$ cat src/rtl/pico_out_demux_if.sv
// PicoBlaze OUTPUT write bus plus the update handshake toward the RTC write sequencer.
// slave = demux side, master = PicoBlaze/sequencer side.
interface pico_out_demux_if #(
   parameter int DW     = 8,
   parameter int NUM_CH = 14
);
   logic [3:0]        sel;
   logic              w_s;
   logic [DW-1:0]     dat;
   logic [NUM_CH-1:0] upd_mask;
   logic              upd_req;
   logic              upd_ack;
   logic              busy;
   logic              pend;
   logic              err;

   modport slave (
      input  sel,
      input  w_s,
      input  dat,
      input  upd_ack,
      output upd_mask,
      output upd_req,
      output busy,
      output pend,
      output err
   );

   modport master (
      output sel,
      output w_s,
      output dat,
      output upd_ack,
      input  upd_mask,
      input  upd_req,
      input  busy,
      input  pend,
      input  err
   );
endinterface

$ cat src/rtl/pico_out_demux.sv
// Shadow-banked PicoBlaze output demux with atomic commit and req/ack change notification.
// Optional BCD digit check on data writes: define OUT_BCD_CHECK_EN.
//
// state   | meaning
// IDLE    | no handshake; commits execute immediately (or a queued one runs)
// REQ     | upd_req high, waiting for upd_ack=1
// WAIT_LO | upd_req low, waiting for upd_ack to return to 0
module pico_out_demux #(
   parameter int         NUM_CH       = 14,
   parameter int         DW           = 8,
   parameter logic [3:0] COMMIT_ADDR  = 4'hE,
   parameter logic [3:0] DISCARD_ADDR = 4'hF
) (
   input  logic          clk,
   input  logic          reset,
   pico_out_demux_if.slave bus,
   output logic [DW-1:0] ch0,
   output logic [DW-1:0] ch1,
   output logic [DW-1:0] ch2,
   output logic [DW-1:0] ch3,
   output logic [DW-1:0] ch4,
   output logic [DW-1:0] ch5,
   output logic [DW-1:0] ch6,
   output logic [DW-1:0] ch7,
   output logic [DW-1:0] ch8,
   output logic [DW-1:0] ch9,
   output logic [DW-1:0] ch10,
   output logic [DW-1:0] ch11,
   output logic [DW-1:0] ch12,
   output logic [DW-1:0] ch13
);

   typedef enum logic [1:0] {
      IDLE    = 2'd0,
      REQ     = 2'd1,
      WAIT_LO = 2'd2
   } state_t;

   state_t state_q, state_d;

   logic [DW-1:0]     sh_q [NUM_CH];
   logic [DW-1:0]     ch_q [NUM_CH];
   logic [NUM_CH-1:0] dirty_q, dirty_d;
   logic [NUM_CH-1:0] mask_q;
   logic              pend_q, pend_d;

   logic data_wr;
   logic commit_wr;
   logic discard_wr;
   logic bcd_ok;
   logic accept;
   logic run_commit;
   logic exec;

   assign data_wr    = bus.w_s && (bus.sel <= 4'(NUM_CH - 1));
   assign commit_wr  = bus.w_s && (bus.sel == COMMIT_ADDR);
   assign discard_wr = bus.w_s && (bus.sel == DISCARD_ADDR);

`ifdef OUT_BCD_CHECK_EN
   logic err_q;

   assign bcd_ok = (bus.dat[3:0] <= 4'd9) && (bus.dat[7:4] <= 4'd9);

   always_ff @(posedge clk) begin
      if (reset) begin
         err_q <= 1'b0;
      end else if (discard_wr) begin
         err_q <= 1'b0;
      end else if (data_wr && !bcd_ok) begin
         err_q <= 1'b1;
      end
   end

   assign bus.err = err_q;
`else
   assign bcd_ok  = 1'b1;
   assign bus.err = 1'b0;
`endif

   assign accept = data_wr && bcd_ok;

   // A discard cancels a queued commit even if it lands on the IDLE cycle.
   assign run_commit = commit_wr || (pend_q && !discard_wr);

   always_ff @(posedge clk) begin
      if (reset) begin
         state_q <= IDLE;
      end else begin
         state_q <= state_d;
      end
   end

   always_comb begin
      state_d = state_q;
      exec    = 1'b0;
      case (state_q)
         IDLE: begin
            if (run_commit && (dirty_q != '0)) begin
               exec    = 1'b1;
               state_d = REQ;
            end
         end
         REQ: begin
            if (bus.upd_ack) begin
               state_d = WAIT_LO;
            end
         end
         WAIT_LO: begin
            if (!bus.upd_ack) begin
               state_d = IDLE;
            end
         end
         default: begin
            state_d = IDLE;
         end
      endcase
   end

   // Executing commit consumes the pre-write dirty set; a same-cycle write re-marks its channel.
   always_comb begin
      dirty_d = dirty_q;
      if (exec || discard_wr) begin
         dirty_d = '0;
      end
      for (int i = 0; i < NUM_CH; i++) begin
         if (accept && (bus.sel == i[3:0])) begin
            dirty_d[i] = 1'b1;
         end
      end
   end

   always_comb begin
      pend_d = pend_q;
      if (state_q == IDLE) begin
         pend_d = 1'b0;
      end else if (commit_wr) begin
         pend_d = 1'b1;
      end
      if (discard_wr) begin
         pend_d = 1'b0;
      end
   end

   always_ff @(posedge clk) begin
      if (reset) begin
         for (int i = 0; i < NUM_CH; i++) begin
            sh_q[i] <= '0;
            ch_q[i] <= '0;
         end
         dirty_q <= '0;
         mask_q  <= '0;
         pend_q  <= 1'b0;
      end else begin
         for (int i = 0; i < NUM_CH; i++) begin
            if (discard_wr) begin
               sh_q[i] <= ch_q[i];
            end else if (accept && (bus.sel == i[3:0])) begin
               sh_q[i] <= bus.dat;
            end
            if (exec && dirty_q[i]) begin
               ch_q[i] <= sh_q[i];
            end
         end
         if (exec) begin
            mask_q <= dirty_q;
         end
         dirty_q <= dirty_d;
         pend_q  <= pend_d;
      end
   end

   assign bus.upd_req  = (state_q == REQ);
   assign bus.busy     = (state_q != IDLE);
   assign bus.pend     = pend_q;
   assign bus.upd_mask = mask_q;

   assign ch0  = ch_q[0];
   assign ch1  = ch_q[1];
   assign ch2  = ch_q[2];
   assign ch3  = ch_q[3];
   assign ch4  = ch_q[4];
   assign ch5  = ch_q[5];
   assign ch6  = ch_q[6];
   assign ch7  = ch_q[7];
   assign ch8  = ch_q[8];
   assign ch9  = ch_q[9];
   assign ch10 = ch_q[10];
   assign ch11 = ch_q[11];
   assign ch12 = ch_q[12];
   assign ch13 = ch_q[13];

endmodule

$ cat src/flat_wrapper.sv
// flat-port wrapper written by rule: the top's interface ports become plain ports
module pico_out_demux_flat 
#(
   parameter int         NUM_CH       = 14,
   parameter int         DW           = 8,
   parameter logic [3:0] COMMIT_ADDR  = 4'hE,
   parameter logic [3:0] DISCARD_ADDR = 4'hF
)
  (clk, reset, ch0, ch1, ch2, ch3, ch4, ch5, ch6, ch7, ch8, ch9, ch10, ch11, ch12, ch13, bus_sel, bus_w_s, bus_dat, bus_upd_ack, bus_upd_mask, bus_upd_req, bus_busy, bus_pend, bus_err);
  pico_out_demux_if #(.DW(DW), .NUM_CH(NUM_CH)) bus_i ();
  input  logic clk;
  input  logic reset;
  output logic [DW-1:0] ch0;
  output logic [DW-1:0] ch1;
  output logic [DW-1:0] ch2;
  output logic [DW-1:0] ch3;
  output logic [DW-1:0] ch4;
  output logic [DW-1:0] ch5;
  output logic [DW-1:0] ch6;
  output logic [DW-1:0] ch7;
  output logic [DW-1:0] ch8;
  output logic [DW-1:0] ch9;
  output logic [DW-1:0] ch10;
  output logic [DW-1:0] ch11;
  output logic [DW-1:0] ch12;
  output logic [DW-1:0] ch13;
  input wire logic [$bits(bus_i.sel)-1:0] bus_sel;
  input wire logic [$bits(bus_i.w_s)-1:0] bus_w_s;
  input wire logic [$bits(bus_i.dat)-1:0] bus_dat;
  input wire logic [$bits(bus_i.upd_ack)-1:0] bus_upd_ack;
  output wire logic [$bits(bus_i.upd_mask)-1:0] bus_upd_mask;
  output wire logic [$bits(bus_i.upd_req)-1:0] bus_upd_req;
  output wire logic [$bits(bus_i.busy)-1:0] bus_busy;
  output wire logic [$bits(bus_i.pend)-1:0] bus_pend;
  output wire logic [$bits(bus_i.err)-1:0] bus_err;
  assign bus_i.sel = bus_sel;
  assign bus_i.w_s = bus_w_s;
  assign bus_i.dat = bus_dat;
  assign bus_i.upd_ack = bus_upd_ack;
  assign bus_upd_mask = bus_i.upd_mask;
  assign bus_upd_req = bus_i.upd_req;
  assign bus_busy = bus_i.busy;
  assign bus_pend = bus_i.pend;
  assign bus_err = bus_i.err;
  pico_out_demux #(.NUM_CH(NUM_CH), .DW(DW), .COMMIT_ADDR(COMMIT_ADDR), .DISCARD_ADDR(DISCARD_ADDR)) u_core (.clk(clk), .reset(reset), .bus(bus_i), .ch0(ch0), .ch1(ch1), .ch2(ch2), .ch3(ch3), .ch4(ch4), .ch5(ch5), .ch6(ch6), .ch7(ch7), .ch8(ch8), .ch9(ch9), .ch10(ch10), .ch11(ch11), .ch12(ch12), .ch13(ch13));
endmodule
$ cat config.mk
export PLATFORM = sky130hd
export DESIGN_NAME = pico_out_demux_flat
export DESIGN_NICKNAME = d
export VERILOG_FILES = /design/src/rtl/pico_out_demux_if.sv /design/src/rtl/pico_out_demux.sv /design/src/flat_wrapper.sv
export SDC_FILE = /design/constraint.sdc
export NUM_CORES = 1
export LEC_CHECK = 0
export ABC_AREA = 1
export CORE_MARGIN = 2
export CORE_UTILIZATION = 61
export CTS_BUF_LIST = sky130_fd_sc_hd__clkbuf_8
export CTS_CLUSTER_SIZE = 20
export DETAILED_ROUTE_END_ITERATION = 8
export PLACE_DENSITY = 0.95
export SYNTH_ARGS = -nofsm -noshare
export SYNTH_HDL_FRONTEND = slang
export SYNTH_SLANG_ARGS = --single-unit
$ cat constraint.sdc
create_clock -name clk -period 6.2 [get_ports clk]
set_input_delay 0.62 -clock clk [delete_from_list [all_inputs] [get_ports clk]]
set_output_delay 0.62 -clock clk [all_outputs]
set_load 0.02 [all_outputs]
==> impl_metrics.yaml <==
finish:
  final_nets: 1112
  layout.cells.non_filler: 1344
  layout.cells.most_common: "edfxtp_1"
  syn2layout_area_growth_pct: 22.3
  fill_cells: 968
  final_cell_mix: "224 x edfxtp_1, 167 x inv_1, 146 x nor2_1"
  drive_gt1_share_pct: 6.32
placed_design:
  place_inst: 1275
  place_ws_ns: 2.76
  dpl.hpwl_um: 16900
  routabilityCongestion: 0.887
  port_buffers: 144
clocking:
  cts_setup_buffers: 0
  cts_tree: "yes"
  h-tree-depth: 2
  clockBufferDepth: 3
  cts.sinks: 255
  cts_resized: 0
  path_clk_slew_ns: 0.06
  cts-buffers-inserted: 39
  root_buffer: "clkbuf_8"
  holdBufCountCts: 0
  worst_skew_pair.late_latency_ns: 0.54
synth:
  yosys.area_share.simple_pct: 14.0
  synth.area.top_cells: "edfxtp_1 65%, dfxtp_1 6.0%, o21ai_0 5.7%"
  yosys.cell_types.count: 27
  synth_top_area_share_pct: 65.1
  synthMuxAreaShare_pct: 0
  syn-cell-area_um2: 10300
  netlist_instances: 944
  synth_warnings: 0
  synth_compound_area_share_pct: 7.82
  synth_top_family_by_area: "simple AND/OR/NAND/NOR gates"
  postSynthAreaPerCell_um2: 11.0
  synth-adder-area-share_pct: 0
  synth-xor-area-share_pct: 0
  synth_top_area_cell: "edfxtp_1"
  synth_nets: 960
  seq_area_frac_synth_pct: 71.1
  synth-seq-cells: 255
detailed_routing:
  drtAntennaViolNets: 0
  dr.first_iter.drc_count: 1106
  via_per_inst: 5.81
  dr_total_vias: 7809
  drc: 0
  wl_per_cell_um: 19.7
  wl_um: 26500
  first_pass_iters: 6
pwr:
  vdd_drop_max_mv: 0.184
  cellPowerDensity_nw_per_um2: 280
  leakagePower_uw: 0.00489
status:
  status: "finished, final reports clean"
global_route:
  groute.usage.overall_pct: 29.4
  grt_pass1_wl_um: 39800
  gr-total-overflow: 0
  grt_start_max_net_pins: 70
  antenna_found_initial: 1
  grt_pass1_vias: 7556
sta:
  worst_pin_slew_ns: 1.18
  setup_viol: 0
  slew_violations: 0
  max_freq_mhz: 328
  clock-skew-final_ns: 0.0149
  period_needed_ns: 3.05
  max-slew-margin-rel_pct: 20.6
  fin_ws_ns: 3.15
  fin_crit_sh_pct: 49.2
  hold_slack_ns: 0.492
  rsz0062_at_grt: "false"
  fin_tns_setup_ns: 0
  hold_violations: 0
run:
  drv_cap: 0
die:
  die_h_um: 134
  rows: 47
  start_util_pct: 62.3
  die-area_um2: 18000
  ios: 146
  die_x_um: 134
  coreArea_um2: 16600
setup_path:
  rrSetupSlack_ns: 3.71
  worstPathMaxFanout: 69
  cp.required_ns: 6.55
  worst_ep_arrival_time_ns: 3.40
  crit_type: "in2reg"
  startpoint_type: "input pin"
  endpoint_kind: "flip-flop"
hold_path:
  hp-class: "reg2reg"
==> critical path: stages <==
cell and delay (ns):
buf_2 0.32, buf_4 0.33, inv_2 0.06, buf_4 0.60, nand2_1 0.16, inv_2 0.44
buf_4 0.52, nand2_1 0.17, o21ai_0 0.13
==> routing by layer <==
layer	share of wire (%)	vias up	track usage [%]
met5	0	-	0
met4	4.0	0	13.2
met3	12	94	6.99
met2	49	601	48.3
met1	35	3688	37.6
li1	-	3426	-
==> cells in the mapped netlist <==
| cell | n |
|---|---|
| edfxtp_1 | 224 |
| inv_1 | 148 |
| nor2_1 | 146 |
| nand2_1 | 144 |
| o21ai_0 | 118 |
| dfxtp_1 | 31 |
| nand3_1 | 31 |
| a21oi_1 | 30 |
| clkbuf_1 | 28 |
| nand3_2 | 10 |
| a211oi_1 | 8 |
| nand4_1 | 4 |
| buf_1 | 3 |
| buf_2 | 3 |
| buf_4 | 2 |
| inv_2 | 2 |
| nand3_4 | 2 |
| buf_6 | 1 |
| clkinv_1 | 1 |
| conb_1 | 1 |
| inv_4 | 1 |
| nand2_2 | 1 |
| nand3b_1 | 1 |
| nor2_2 | 1 |
| nor2_4 | 1 |
| nor3b_2 | 1 |
| o21bai_1 | 1 |
==> power by group <==
group	internal (uW)	switching, uW	total (uW)
Clock	675	633	1310
Combinational	81.5	167	249
Sequential	1950	39.2	1990
Total	2700	839	3540
==> final timing paths <==
| check | cells past startpoint | endpoint | start |
|---|---|---|---|
| worst max register to register | 6 | u_core.ch_q[0][65] | u_core.dirty_q[5] |
| worst max-delay path | 9 | u_core.sh_q[0][22] | reset |
| worst min register to register | 2 | u_core.bus.upd_mask[13] | u_core.bus.upd_mask[13] |
| worst min-delay path | 2 | u_core.bus.upd_mask[13] | u_core.bus.upd_mask[13] |
==> through the flow <==
stage / power [uW] / utilization (%) / cell area [um^2]
5_1_grt: 3630 / 76.2 / 12600
3_5_place_dp: 2260 / 71.9 / 11900
6_report: 3540 / 76.2 / 12600
3_3_place_gp: 2250 / 71.9 / 11900
2_1_floorplan: 2140 / - / 10300
4_1_cts: 3530 / 76.2 / 12600
==> logic make-up after synthesis <==
| family | after synthesis |
|---|---|
| and+or+nand+nor | 342 |
| DFF | 255 |
| buffers and inverters | 189 |
| AOI/OAI and AO/OA | 157 |
| other | 1 |
==> flip-flops by register name (all words and copies together), names as in the netlist <==
signal               flops
u_core.dirty_q          14
u_core.ch_q            112
u_core.state_q           2
u_core.bus.upd_mask     14
u_core.sh_q            112
u_core.bus.pend          1
==> layout make-up <==
class	count	area (um^2)	share of cell area [%]
clock buffers	43	592	4.68
flip-flops and latches	255	7350	58.1
repair buffers	148	1470	11.6
well taps	220	275	2.18
multi-input cells	500	2260	17.9
diodes	1	2.50	0.0198
inverters	152	573	4.53
clock inverters	25	123	0.970
(Power assumes the default switching activity.)
